$ cat src/rtl/mem_stage_sb.sv
`default_nettype none
// ============================================================================
// Module   : mem_stage_sb
// Brief    : Memory stage with an in-order store buffer, store-to-load
//            forwarding and a single-outstanding data-memory port.
// Revision : 1.0
// ============================================================================
module mem_stage_sb #(
    parameter int SB_DEPTH = 4,
    parameter int MAP_W    = 6
) (
    input  logic                       CLK,
    input  logic                       RESET,
    input  logic                       in_valid,
    output logic                       in_ready,
    input  logic [5:0]                 in_op,
    input  logic [31:0]                in_addr,
    input  logic [31:0]                in_wdata,
    input  logic                       in_regwrite,
    input  logic [4:0]                 in_wreg,
    input  logic [MAP_W-1:0]           in_map,
    output logic                       out_valid,
    output logic                       out_regwrite,
    output logic [4:0]                 out_wreg,
    output logic [31:0]                out_wdata,
    output logic [MAP_W-1:0]           out_map,
    output logic                       dm_req,
    output logic                       dm_we,
    output logic [31:0]                dm_addr,
    output logic [31:0]                dm_wdata,
    output logic [3:0]                 dm_be,
    input  logic                       dm_ack,
    input  logic [31:0]                dm_rdata,
    output logic [$clog2(SB_DEPTH):0]  sb_count,
    output logic                       sb_full,
    output logic                       sb_empty
);

    localparam int PTR_W = $clog2(SB_DEPTH);
    localparam int CNT_W = PTR_W + 1;

    localparam logic [5:0] c_OP_LW  = 6'b111101;
    localparam logic [5:0] c_OP_LB  = 6'b100001;
    localparam logic [5:0] c_OP_LBU = 6'b101010;
    localparam logic [5:0] c_OP_LH  = 6'b101011;
    localparam logic [5:0] c_OP_LHU = 6'b101100;
    localparam logic [5:0] c_OP_SW  = 6'b110001;
    localparam logic [5:0] c_OP_SB  = 6'b101111;
    localparam logic [5:0] c_OP_SH  = 6'b110000;

    typedef enum logic [1:0] {
        IDLE       = 2'd0,
        LOAD_WAIT  = 2'd1,
        DRAIN_WAIT = 2'd2
    } state_t;

    state_t r_state;
    state_t w_state_nxt;

    logic [29:0]      r_sb_addr [SB_DEPTH];
    logic [3:0]       r_sb_be   [SB_DEPTH];
    logic [31:0]      r_sb_data [SB_DEPTH];
    logic [PTR_W-1:0] r_wptr;
    logic [PTR_W-1:0] r_rptr;
    logic [CNT_W-1:0] r_count;

    logic [5:0]       r_ld_op;
    logic [1:0]       r_ld_off;
    logic             r_ld_regwrite;
    logic [4:0]       r_ld_wreg;
    logic [MAP_W-1:0] r_ld_map;

    logic             r_out_valid;
    logic             r_out_regwrite;
    logic [4:0]       r_out_wreg;
    logic [31:0]      r_out_wdata;
    logic [MAP_W-1:0] r_out_map;

    logic             r_dm_req;
    logic             r_dm_we;
    logic [31:0]      r_dm_addr;
    logic [31:0]      r_dm_wdata;
    logic [3:0]       r_dm_be;

    logic        w_is_load, w_is_store;
    logic [1:0]  w_off;
    logic [3:0]  w_need;
    logic [3:0]  w_st_be;
    logic [31:0] w_st_data;
    logic        w_hit;
    logic [3:0]  w_hit_be;
    logic [31:0] w_hit_data;
    logic        w_fwd_ok, w_stall, w_ld_mem;
    logic        w_full, w_empty;
    logic        w_in_ready, w_accept, w_drain_go;
    logic        w_ack, w_enq, w_pop;

    // Big-endian extraction: offset 0 is the most significant byte.
    function automatic logic [31:0] f_load_fmt(input logic [5:0] op,
                                               input logic [1:0] off,
                                               input logic [31:0] word);
        logic [7:0]  b;
        logic [15:0] h;
        logic [31:0] r;
        case (off)
            2'd0:    b = word[31:24];
            2'd1:    b = word[23:16];
            2'd2:    b = word[15:8];
            default: b = word[7:0];
        endcase
        h = off[1] ? word[15:0] : word[31:16];
        case (op)
            c_OP_LB:  r = {{24{b[7]}}, b};
            c_OP_LBU: r = {24'd0, b};
            c_OP_LH:  r = {{16{h[15]}}, h};
            c_OP_LHU: r = {16'd0, h};
            default:  r = word;
        endcase
        return r;
    endfunction

    assign w_is_load  = (in_op == c_OP_LW) || (in_op == c_OP_LB) || (in_op == c_OP_LBU) ||
                        (in_op == c_OP_LH) || (in_op == c_OP_LHU);
    assign w_is_store = (in_op == c_OP_SW) || (in_op == c_OP_SB) || (in_op == c_OP_SH);
    assign w_off      = in_addr[1:0];

    always_comb begin
        w_need    = 4'b0000;
        w_st_be   = 4'b0000;
        w_st_data = 32'd0;
        case (in_op)
            c_OP_LW:                    w_need = 4'b1111;
            c_OP_LB, c_OP_LBU:          w_need = 4'b1000 >> w_off;
            c_OP_LH, c_OP_LHU:          w_need = w_off[1] ? 4'b0011 : 4'b1100;
            default:                    w_need = 4'b0000;
        endcase
        case (in_op)
            c_OP_SW: begin
                w_st_be   = 4'b1111;
                w_st_data = in_wdata;
            end
            c_OP_SB: begin
                w_st_be   = 4'b1000 >> w_off;
                w_st_data = {24'd0, in_wdata[7:0]} << {~w_off, 3'b000};
            end
            c_OP_SH: begin
                w_st_be   = w_off[1] ? 4'b0011 : 4'b1100;
                w_st_data = w_off[1] ? {16'd0, in_wdata[15:0]} : {in_wdata[15:0], 16'd0};
            end
            default: begin
                w_st_be   = 4'b0000;
                w_st_data = 32'd0;
            end
        endcase
    end

    // Scan oldest to youngest so the last hit is the youngest matching entry.
    always_comb begin
        logic [PTR_W-1:0] idx;
        idx        = '0;
        w_hit      = 1'b0;
        w_hit_be   = 4'b0000;
        w_hit_data = 32'd0;
        for (int i = 0; i < SB_DEPTH; i++) begin
            idx = r_rptr + PTR_W'(i);
            if ((CNT_W'(i) < r_count) && (r_sb_addr[idx] == in_addr[31:2])) begin
                w_hit      = 1'b1;
                w_hit_be   = r_sb_be[idx];
                w_hit_data = r_sb_data[idx];
            end
        end
    end

    assign w_fwd_ok = w_hit && ((w_hit_be & w_need) == w_need);
    assign w_stall  = w_is_load && w_hit && !w_fwd_ok;
    assign w_ld_mem = w_is_load && !w_hit;
    assign w_full   = (r_count == CNT_W'(SB_DEPTH));
    assign w_empty  = (r_count == '0);

    // A memory-bound load is held off while full so the drain can make room.
    assign w_in_ready = (r_state == IDLE) && !RESET && !(w_is_store && w_full) &&
                        !w_stall && !(w_ld_mem && w_full);
    assign w_accept   = in_valid && w_in_ready;
    assign w_drain_go = (r_state == IDLE) && !w_empty && (!in_valid || !w_in_ready || w_full);
    assign w_ack      = dm_ack && r_dm_req;
    assign w_enq      = w_accept && w_is_store;
    assign w_pop      = w_ack && (r_state == DRAIN_WAIT);

    always_comb begin
        w_state_nxt = r_state;
        case (r_state)
            IDLE: begin
                if (w_accept && w_ld_mem)
                    w_state_nxt = LOAD_WAIT;
                else if (w_drain_go)
                    w_state_nxt = DRAIN_WAIT;
            end
            LOAD_WAIT, DRAIN_WAIT: begin
                if (w_ack)
                    w_state_nxt = IDLE;
            end
            default: w_state_nxt = IDLE;
        endcase
    end

    always_ff @(posedge CLK) begin
        if (RESET)
            r_state <= IDLE;
        else
            r_state <= w_state_nxt;
    end

    always_ff @(posedge CLK) begin
        if (w_enq) begin
            r_sb_addr[r_wptr] <= in_addr[31:2];
            r_sb_be[r_wptr]   <= w_st_be;
            r_sb_data[r_wptr] <= w_st_data;
        end
    end

    always_ff @(posedge CLK) begin
        if (RESET) begin
            r_wptr  <= '0;
            r_rptr  <= '0;
            r_count <= '0;
        end else begin
            if (w_enq)
                r_wptr <= r_wptr + 1'b1;
            if (w_pop)
                r_rptr <= r_rptr + 1'b1;
            case ({w_enq, w_pop})
                2'b10:   r_count <= r_count + 1'b1;
                2'b01:   r_count <= r_count - 1'b1;
                default: r_count <= r_count;
            endcase
        end
    end

    always_ff @(posedge CLK) begin
        if (RESET) begin
            r_ld_op       <= 6'd0;
            r_ld_off      <= 2'd0;
            r_ld_regwrite <= 1'b0;
            r_ld_wreg     <= 5'd0;
            r_ld_map      <= '0;
        end else if (w_accept && w_ld_mem) begin
            r_ld_op       <= in_op;
            r_ld_off      <= w_off;
            r_ld_regwrite <= in_regwrite;
            r_ld_wreg     <= in_wreg;
            r_ld_map      <= in_map;
        end
    end

    always_ff @(posedge CLK) begin
        if (RESET) begin
            r_out_valid    <= 1'b0;
            r_out_regwrite <= 1'b0;
            r_out_wreg     <= 5'd0;
            r_out_wdata    <= 32'd0;
            r_out_map      <= '0;
        end else begin
            r_out_valid <= 1'b0;
            if (w_ack && (r_state == LOAD_WAIT)) begin
                r_out_valid    <= 1'b1;
                r_out_regwrite <= r_ld_regwrite;
                r_out_wreg     <= r_ld_wreg;
                r_out_wdata    <= f_load_fmt(r_ld_op, r_ld_off, dm_rdata);
                r_out_map      <= r_ld_map;
            end else if (w_accept && !w_ld_mem) begin
                r_out_valid    <= 1'b1;
                r_out_regwrite <= w_is_store ? 1'b0 : in_regwrite;
                r_out_wreg     <= in_wreg;
                r_out_wdata    <= w_is_load ? f_load_fmt(in_op, w_off, w_hit_data) : in_addr;
                r_out_map      <= in_map;
            end
        end
    end

    // dm outputs are registered on entry to a WAIT state, so they hold until ack.
    always_ff @(posedge CLK) begin
        if (RESET) begin
            r_dm_req   <= 1'b0;
            r_dm_we    <= 1'b0;
            r_dm_addr  <= 32'd0;
            r_dm_wdata <= 32'd0;
            r_dm_be    <= 4'b0000;
        end else if (w_ack) begin
            r_dm_req <= 1'b0;
            r_dm_we  <= 1'b0;
        end else if ((r_state == IDLE) && (w_state_nxt == LOAD_WAIT)) begin
            r_dm_req   <= 1'b1;
            r_dm_we    <= 1'b0;
            r_dm_addr  <= {in_addr[31:2], 2'b00};
            r_dm_wdata <= 32'd0;
            r_dm_be    <= w_need;
        end else if ((r_state == IDLE) && (w_state_nxt == DRAIN_WAIT)) begin
            r_dm_req   <= 1'b1;
            r_dm_we    <= 1'b1;
            r_dm_addr  <= {r_sb_addr[r_rptr], 2'b00};
            r_dm_wdata <= r_sb_data[r_rptr];
            r_dm_be    <= r_sb_be[r_rptr];
        end
    end

    assign in_ready     = w_in_ready;
    assign out_valid    = r_out_valid;
    assign out_regwrite = r_out_regwrite;
    assign out_wreg     = r_out_wreg;
    assign out_wdata    = r_out_wdata;
    assign out_map      = r_out_map;
    assign dm_req       = r_dm_req;
    assign dm_we        = r_dm_we;
    assign dm_addr      = r_dm_addr;
    assign dm_wdata     = r_dm_wdata;
    assign dm_be        = r_dm_be;
    assign sb_count     = r_count;
    assign sb_full      = w_full;
    assign sb_empty     = w_empty;

endmodule
`default_nettype wire

$ cat config.mk
export PLATFORM = sky130hd
export DESIGN_NAME = mem_stage_sb
export DESIGN_NICKNAME = d
export VERILOG_FILES = /design/src/rtl/mem_stage_sb.sv
export SDC_FILE = /design/constraint.sdc
export NUM_CORES = 1
export LEC_CHECK = 0
export ABC_AREA = 1
export BUFFER_PORTS_ARGS = -buffer_cell sky130_fd_sc_hd__buf_2
export CAP_MARGIN = 20
export CORE_MARGIN = 1
export CORE_UTILIZATION = 30
export CTS_CLUSTER_DIAMETER = 40
export CTS_CLUSTER_SIZE = 12
export DETAILED_ROUTE_END_ITERATION = 12
export PLACE_DENSITY_LB_ADDON = 0.05
export SYNTH_ARGS = -nofsm -noshare
export SYNTH_HDL_FRONTEND = slang
export SYNTH_SLANG_ARGS = --single-unit
$ cat constraint.sdc
create_clock -name CLK -period 6.7 [get_ports CLK]
set_input_delay 1.005 -clock CLK [delete_from_list [all_inputs] [get_ports CLK]]
set_output_delay 1.005 -clock CLK [all_outputs]
set_load 0.05 [all_outputs]
# Word level (Yosys, flattened, before mapping)
# Memories as Yosys holds them, arrays and structs flattened. A register that Yosys moved wholly into a read port is not among the register bits.
# Cells that the tools add are included.
[word_totals]
register_bits = 144
ramBits = 264
input_bits = 118
wordCells = 177
mem_count = 3
[memory_table]
columns = ["memory", "words", "word_bits", "rd", "rd_ports_with_merged_regs", "write_ports", "line_no", "rtl"]
rows = [
  ["r_sb_data", 4, 32, 4, 1, 1, "62", "logic [31:0] r_sb_data [SB_DEPTH];"],
  ["r_sb_addr", 4, 30, 4, 1, 1, "60", "logic [29:0] r_sb_addr [SB_DEPTH];"],
  ["r_sb_be", 4, 4, 4, 1, 1, "61", "logic [3:0] r_sb_be [SB_DEPTH];"],
]
[op_classes]
add_sub_neg = 6
magnitude_cmp = 4
eq_ne = 28
shift = 2
n_mux = 56
bitwise_logic = 3
reduce_logical = 56
[op_table]
columns = ["op", "count"]
rows = [
  ["two-way mux 32 bit", 12],
  ["case mux 32 bit (4 select lines)", 2],
  ["equality test 30 bit", 4],
  ["case mux 32 bit (3 select lines)", 1],
  ["equality test 6 bit, second input constant", 12],
  ["case mux 8 bit (3 select lines)", 2],
  ["two-way mux 16 bit", 2],
  ["left shift 8 x 5 -> 32 bit", 1],
  ["two-way mux 4 bit", 7],
  ["logical AND 1 bit", 25],
  ["case mux 4 bit (3 select lines)", 2],
  ["two-way mux 2 bit", 9],
  ["two-way mux 1 bit", 13],
  ["two-way mux 6 bit", 2],
  ["equality test 2 x 1 -> 1 bit, second input constant", 5],
  ["equality test 2 bit, second input constant", 5],
  ["logical NOT 1 bit", 10],
  ["two-way mux 5 bit", 2],
  ["logical OR 1 bit", 8],
  ["OR reduction 2 bit", 4],
  ["logical NOT 2 bit", 3],
  ["less-than comparator 1 x 3 -> 1 bit, first input constant", 2],
  ["less-than comparator 2 x 3 -> 1 bit, first input constant", 2],
  ["case mux 3 bit (2 select lines)", 1],
  ["15 further kinds", 19],
]

# Logic depth before layout (Yosys ltp)
# An unclocked memory read counts as a cell.
[logic_depth]
word_depth = 26
ltp_mapped = 35
depth_no_buf = 31

# Least setup slack after synthesis
# Ideal clock, no wire load.
[synth_timing]
kind = "in2reg"
startpoint = "input in_op[5]"
endpoint = "memory r_sb_addr[0][0] (enable)"
arrival_ns = 6.089
required_time_ns = 6.209
slack_ns = 0.120
path_stages = 16
path_cell_list = "inv_1 -> nor2_1 -> inv_1 -> nor2_1 -> inv_1 -> nand2_1 -> nor2_1 -> inv_1 -> nor2_1 -> inv_1 -> nand4_1 -> nor2_1 -> nor2_2 -> and2_1 -> nand3_1 -> nor2_1"
[synth_via]
elab_chain_len = 15
[synth_rtl]
columns = ["element", "line_no", "rtl"]
rows = [
  ["start: declaration", "16", "input logic [5:0] in_op,"],
  ["equality test 6 bit (on tied branches)", "123, 131, 122", ""],
  ["OR reduction 2 bit", "131", "case (in_op)"],
  ["case mux 4 bit (3 select lines)", "131", ""],
  ["bitwise AND 4 bit", "174", "assign w_fwd_ok = w_hit && ((w_hit_be & w_need) == w_need);"],
  ["equality test 4 bit", "174", ""],
  ["logical AND 1 bit", "174", ""],
  ["logical NOT 1 bit", "175", "assign w_stall = w_is_load && w_hit && !w_fwd_ok;"],
  ["logical AND 1 bit", "175", ""],
  ["logical NOT 1 bit", "182", "!w_stall && !(w_ld_mem && w_full);"],
  ["logical AND 1 bit", "181", "assign w_in_ready = (r_state == IDLE) && !RESET && !(w_is_store && w_full) &&"],
  ["logical AND 1 bit *", "182", ""],
  ["net in_ready", "15", "output logic in_ready,"],
  ["logical AND 1 bit *", "183", "assign w_accept = in_valid && w_in_ready;"],
  ["logical AND 1 bit *", "186", "assign w_enq = w_accept && w_is_store;"],
  ["two-way mux 1 bit *", "214", "if (w_enq) begin"],
  ["two-way mux 1 bit (not written as such) *", "215", "r_sb_addr[r_wptr] <= in_addr[31:2];"],
  ["end: declaration", "60", ""],
]
# Mark *: on every way through the listed nets, which the timed path passes. The rest lies on a longest branch.

# Worst setup path in the final report
[layout_timing]
startpoint = "register r_rptr[0]"
endpoint = "output in_ready"
[layout_via]
elab_chain_len = 15
[layout_rtl]
columns = ["element", "line_no", "rtl"]
rows = [
  ["start: declaration", "64", "logic [PTR_W-1:0] r_rptr;"],
  ["start signal: assignment", "230", "r_rptr <= r_rptr + 1'b1;"],
  ["adder 2 x 1 -> 2 bit", "165", "idx = r_rptr + PTR_W'(i);"],
  ["memory read (4 x 30 bit)", "-", ""],
  ["equality test 30 bit", "166", "if ((CNT_W'(i) < r_count) && (r_sb_addr[idx] == in_addr[31:2])) begin"],
  ["logical AND 1 bit", "166", ""],
  ["two-way mux 4 bit (3 in a row)", "166", ""],
  ["bitwise AND 4 bit", "174", ""],
  ["equality test 4 bit", "174", ""],
  ["logical AND 1 bit", "174", ""],
  ["logical NOT 1 bit", "175", ""],
  ["logical AND 1 bit", "175", ""],
  ["logical NOT 1 bit", "182", ""],
  ["logical AND 1 bit", "181", ""],
  ["logical AND 1 bit *", "182", ""],
  ["end: declaration", "15", ""],
]
# Mark *: on every way between the ends. The rest lies on a longest branch, timed or not.

==> results.json <==
{
  "whs_path_depth": 2,
  "antenna_found_initial": 4,
  "synth_flop_cell": "edfxtp_1",
  "clock_latency_ps": 650,
  "synth_area_per_cell_sq_um": 6.703,
  "synth_top_area_share": 0.2904,
  "async_reset_ff_frac": 0,
  "setup_tns_ps": 0,
  "layout-drive-gt1-share": 0.1217,
  "track_usage": 0.2854,
  "cts_buffers": 88,
  "r2r-end": "out_wdata[28]",
  "grt-ovfl-total": 0,
  "power_per_cell_area_nw_per_um2": 253.6,
  "worst_setup_path_start_kind": "flop",
  "die-area_sq_um": 92200,
  "crit_top_cell": "nand2_1",
  "cts_tree": "yes",
  "timing_max_transition_violations_final": 0,
  "detail_route.wl_per_cell_microns": 24.32,
  "yosys_warnings": 0,
  "critPathRequiredTime_ps": 5690,
  "fin_nets": 4388,
  "r2r_slack_ps": 1280,
  "vias": 29190,
  "cts_resized": 0,
  "worst-path-max-fanout": 55,
  "critical_path.max_stage_delay_ps": 590,
  "status": "completed",
  "holdPathEnd": "r_ld_regwrite",
  "gr-usage-met2": 0.5018,
  "grt_use_met1": 0.3419,
  "setup_ws_ps": 1126,
  "dp_cells": 5343,
  "hold_start": "r_ld_regwrite",
  "cts_hold_buf": 0,
  "path_clk_slew_ps": 50,
  "grt_busiest_layer": "met2",
  "grt_max_degree": 96,
  "min_period_ps": 5574,
  "ys_types": 54,
  "rr_startpoint": "r_rptr[0]",
  "cts_setup_buffers": 0,
  "chipHeight_microns": 303.6,
  "cts_root_buf": "clkbuf_16",
  "synth_top_cells_by_area": "edfxtp_1 29%, nand2_1 21%, dfxtp_1 11%",
  "start_util": 0.3033,
  "syn2layout_area_growth_pct": 21.16,
  "drt_iter0_drc": 2338,
  "max_freq_ghz": 0.1794,
  "die_w_microns": 303.6,
  "fillCellCount": 9813,
  "cp-end-kind": "output port",
  "synth_edf_count": 264,
  "yosys.area.top_type": "edfxtp_1",
  "post-route-period-util": 0.8320,
  "syn-cell-area_sq_um": 27300,
  "post-place-ws_ps": 1357,
  "place.port_buffers": 236,
  "hold_class": "flop to flop",
  "postRouteWirelength_microns": 134000,
  "finClkSkew_ps": 19.46,
  "cts.sinks": 408,
  "grt_pass1_wl_microns": 194900,
  "crit_chain": "buf_4 -> nand2_1 -> nand2_1 -> nand2_1 -> nand2_1 -> nand2_1 -> nand2_1 -> nor2_1 -> nand2_1 -> nor2_1 -> nand2_1 -> nor2_2 -> inv_2 -> buf_4 -> nand3_1 -> nand2_1 -> nand2_1 -> nand2_1 -> nand2_1 -> o21ai_1 -> and2_1 -> buf_12",
  "critPathSlowestCell": "dfxtp_4",
  "synthCells": 4072,
  "ir_drop_mv": 0.1677,
  "ant_nets": 0,
  "crit_arrival_ps": 4570,
  "rsz0062_at_grt": "false",
  "clockBufferDepth": 3,
  "finalSetupViolCount": 0,
  "num_rows": 110,
  "io_pins": 239,
  "worst_pin_slew_ps": 1077,
  "finalHoldViolCount": 0,
  "seq_area_frac_synth": 0.3960,
  "max-cap-violations": 0,
  "vias_per_cell": 5.299,
  "grt_pass1_vias": 28230,
  "r2r_cells": 25,
  "stdcell_count": 5509,
  "relSlewSlack": 0.2821,
  "power_leakage_uw": 0.01500,
  "cts_htree_levels": 3,
  "hpwl_microns": 98840,
  "drt_first_pass_iters": 6,
  "gp_congestion": 1.019,
  "core_sq_um": 90010,
  "drcViolationCount": 0,
  "met3_usage": 0.03599,
  "ys_ff_latch": 408,
  "path_class": "flop to output port"
}
[power by group]
part           leakage, uW  switching (uW)  total, uW  internal, uW
clock              0.00158            1530       4780          3250
sequential         0.00347            38.3       2770          2730
combinational      0.00994             641        836           195
[placed cells by master, fill, tap and decap left out, drive strengths merged, types with 61 or more instances in the layout]
cell type,instances
nand2,1537
o21ai,406
dfxtp,144
nand3,259
edfxtp,264
nand4,72
buf,335
o211ai,61
inv,322
clkbuf,108
a21oi,173
nor2,350
[area by class of cell]
class                      count  area [sq um]  share of cell area
clock buffer                 108          2477             0.07491
multi-input combinational   3104         14280              0.4318
clock inverter                56         787.0             0.02380
timing repair buffer         335          2024             0.06121
tap                         1176          1471             0.04449
antenna                        2         5.005           0.0001513
sequential                   408         10820              0.3271
inverter                     320          1207             0.03651
[cells in the mapped netlist, types with 49 or more instances]
master	number
nand3_1	257
edfxtp_1	264
nand4_1	71
o22ai_1	51
inv_1	310
o211ai_1	61
buf_2	49
clkbuf_1	139
nand2_1	1532
a21oi_1	171
nor2_1	344
o21ai_0	394
dfxtp_1	144
[worst max-delay path: cells and delay by family, from the launching register on]
| family | cells | cell delay [ps] |
|---|---|---|
| flops | 1 | 590 |
| simple gates | 17 | 1630 |
| compound gates | 1 | 190 |
| buf+inv | 4 | 1460 |
[cells by family (layout without fill, tap and decap cells)]
| logic type | count (synthesis) | in the layout | synth area share |
|---|---|---|---|
| adders and majority gates | 13 | 13 | 0.005959 |
| and+or+nand+nor | 2262 | 2262 | 0.3354 |
| muxes | 24 | 24 | 0.008801 |
| other | 1 | 4 | 0.0001374 |
| DFF | 408 | 408 | 0.3960 |
| AOI/OAI and AO/OA | 787 | 787 | 0.1651 |
| xor gates and xnor gates | 16 | 16 | 0.005134 |
| buffers and inverters | 561 | 819 | 0.08352 |
[worst max-delay path by stage]
stage,start,endpoint,slack [ps],cells after the start
2_1_floorplan,in_op[5],r_sb_addr[0][0],120,16
3_3_place_gp,r_rptr[0],dm_addr[14],1380,30
3_5_place_dp,r_rptr[0],out_wdata[3],1360,27
4_1_cts,r_rptr[0],in_ready,1090,22
5_1_grt,r_rptr[0],in_ready,750,21
6_report,r_rptr[0],in_ready,1130,22
[metrics by stage]
stage                     area (sq um)  power, uW    util  hold WS (ps)
after global routing             33070       8650  0.3674         468.5
after floorplan                  27300       3332       -         423.9
after detailed placement         29800       3653  0.3311         438.9
final                            33070       8387  0.3674         441.1
after global placement           29780       3657  0.3309         432.8
after CTS                        33070       8466  0.3674         445.9
[flip-flops by register name, summed over array words and instances (netlist names), 6 cells and up, named ones only]
name / flops
r_ld_op: 6
r_sb_addr: 120
r_sb_data: 128
r_ld_map: 6
dm_wdata: 32
out_wdata: 32
dm_addr: 30
r_sb_be: 16
out_map: 6
[metal layers]
layer  vias up  routed length, microns
met5         -                      27
met4         4                    7171
met3       259                    6181
met2       986                   65570
met1     13940                   55040
li1      14010                       -
No activity file was read; power rests on OpenSTA's default activity.
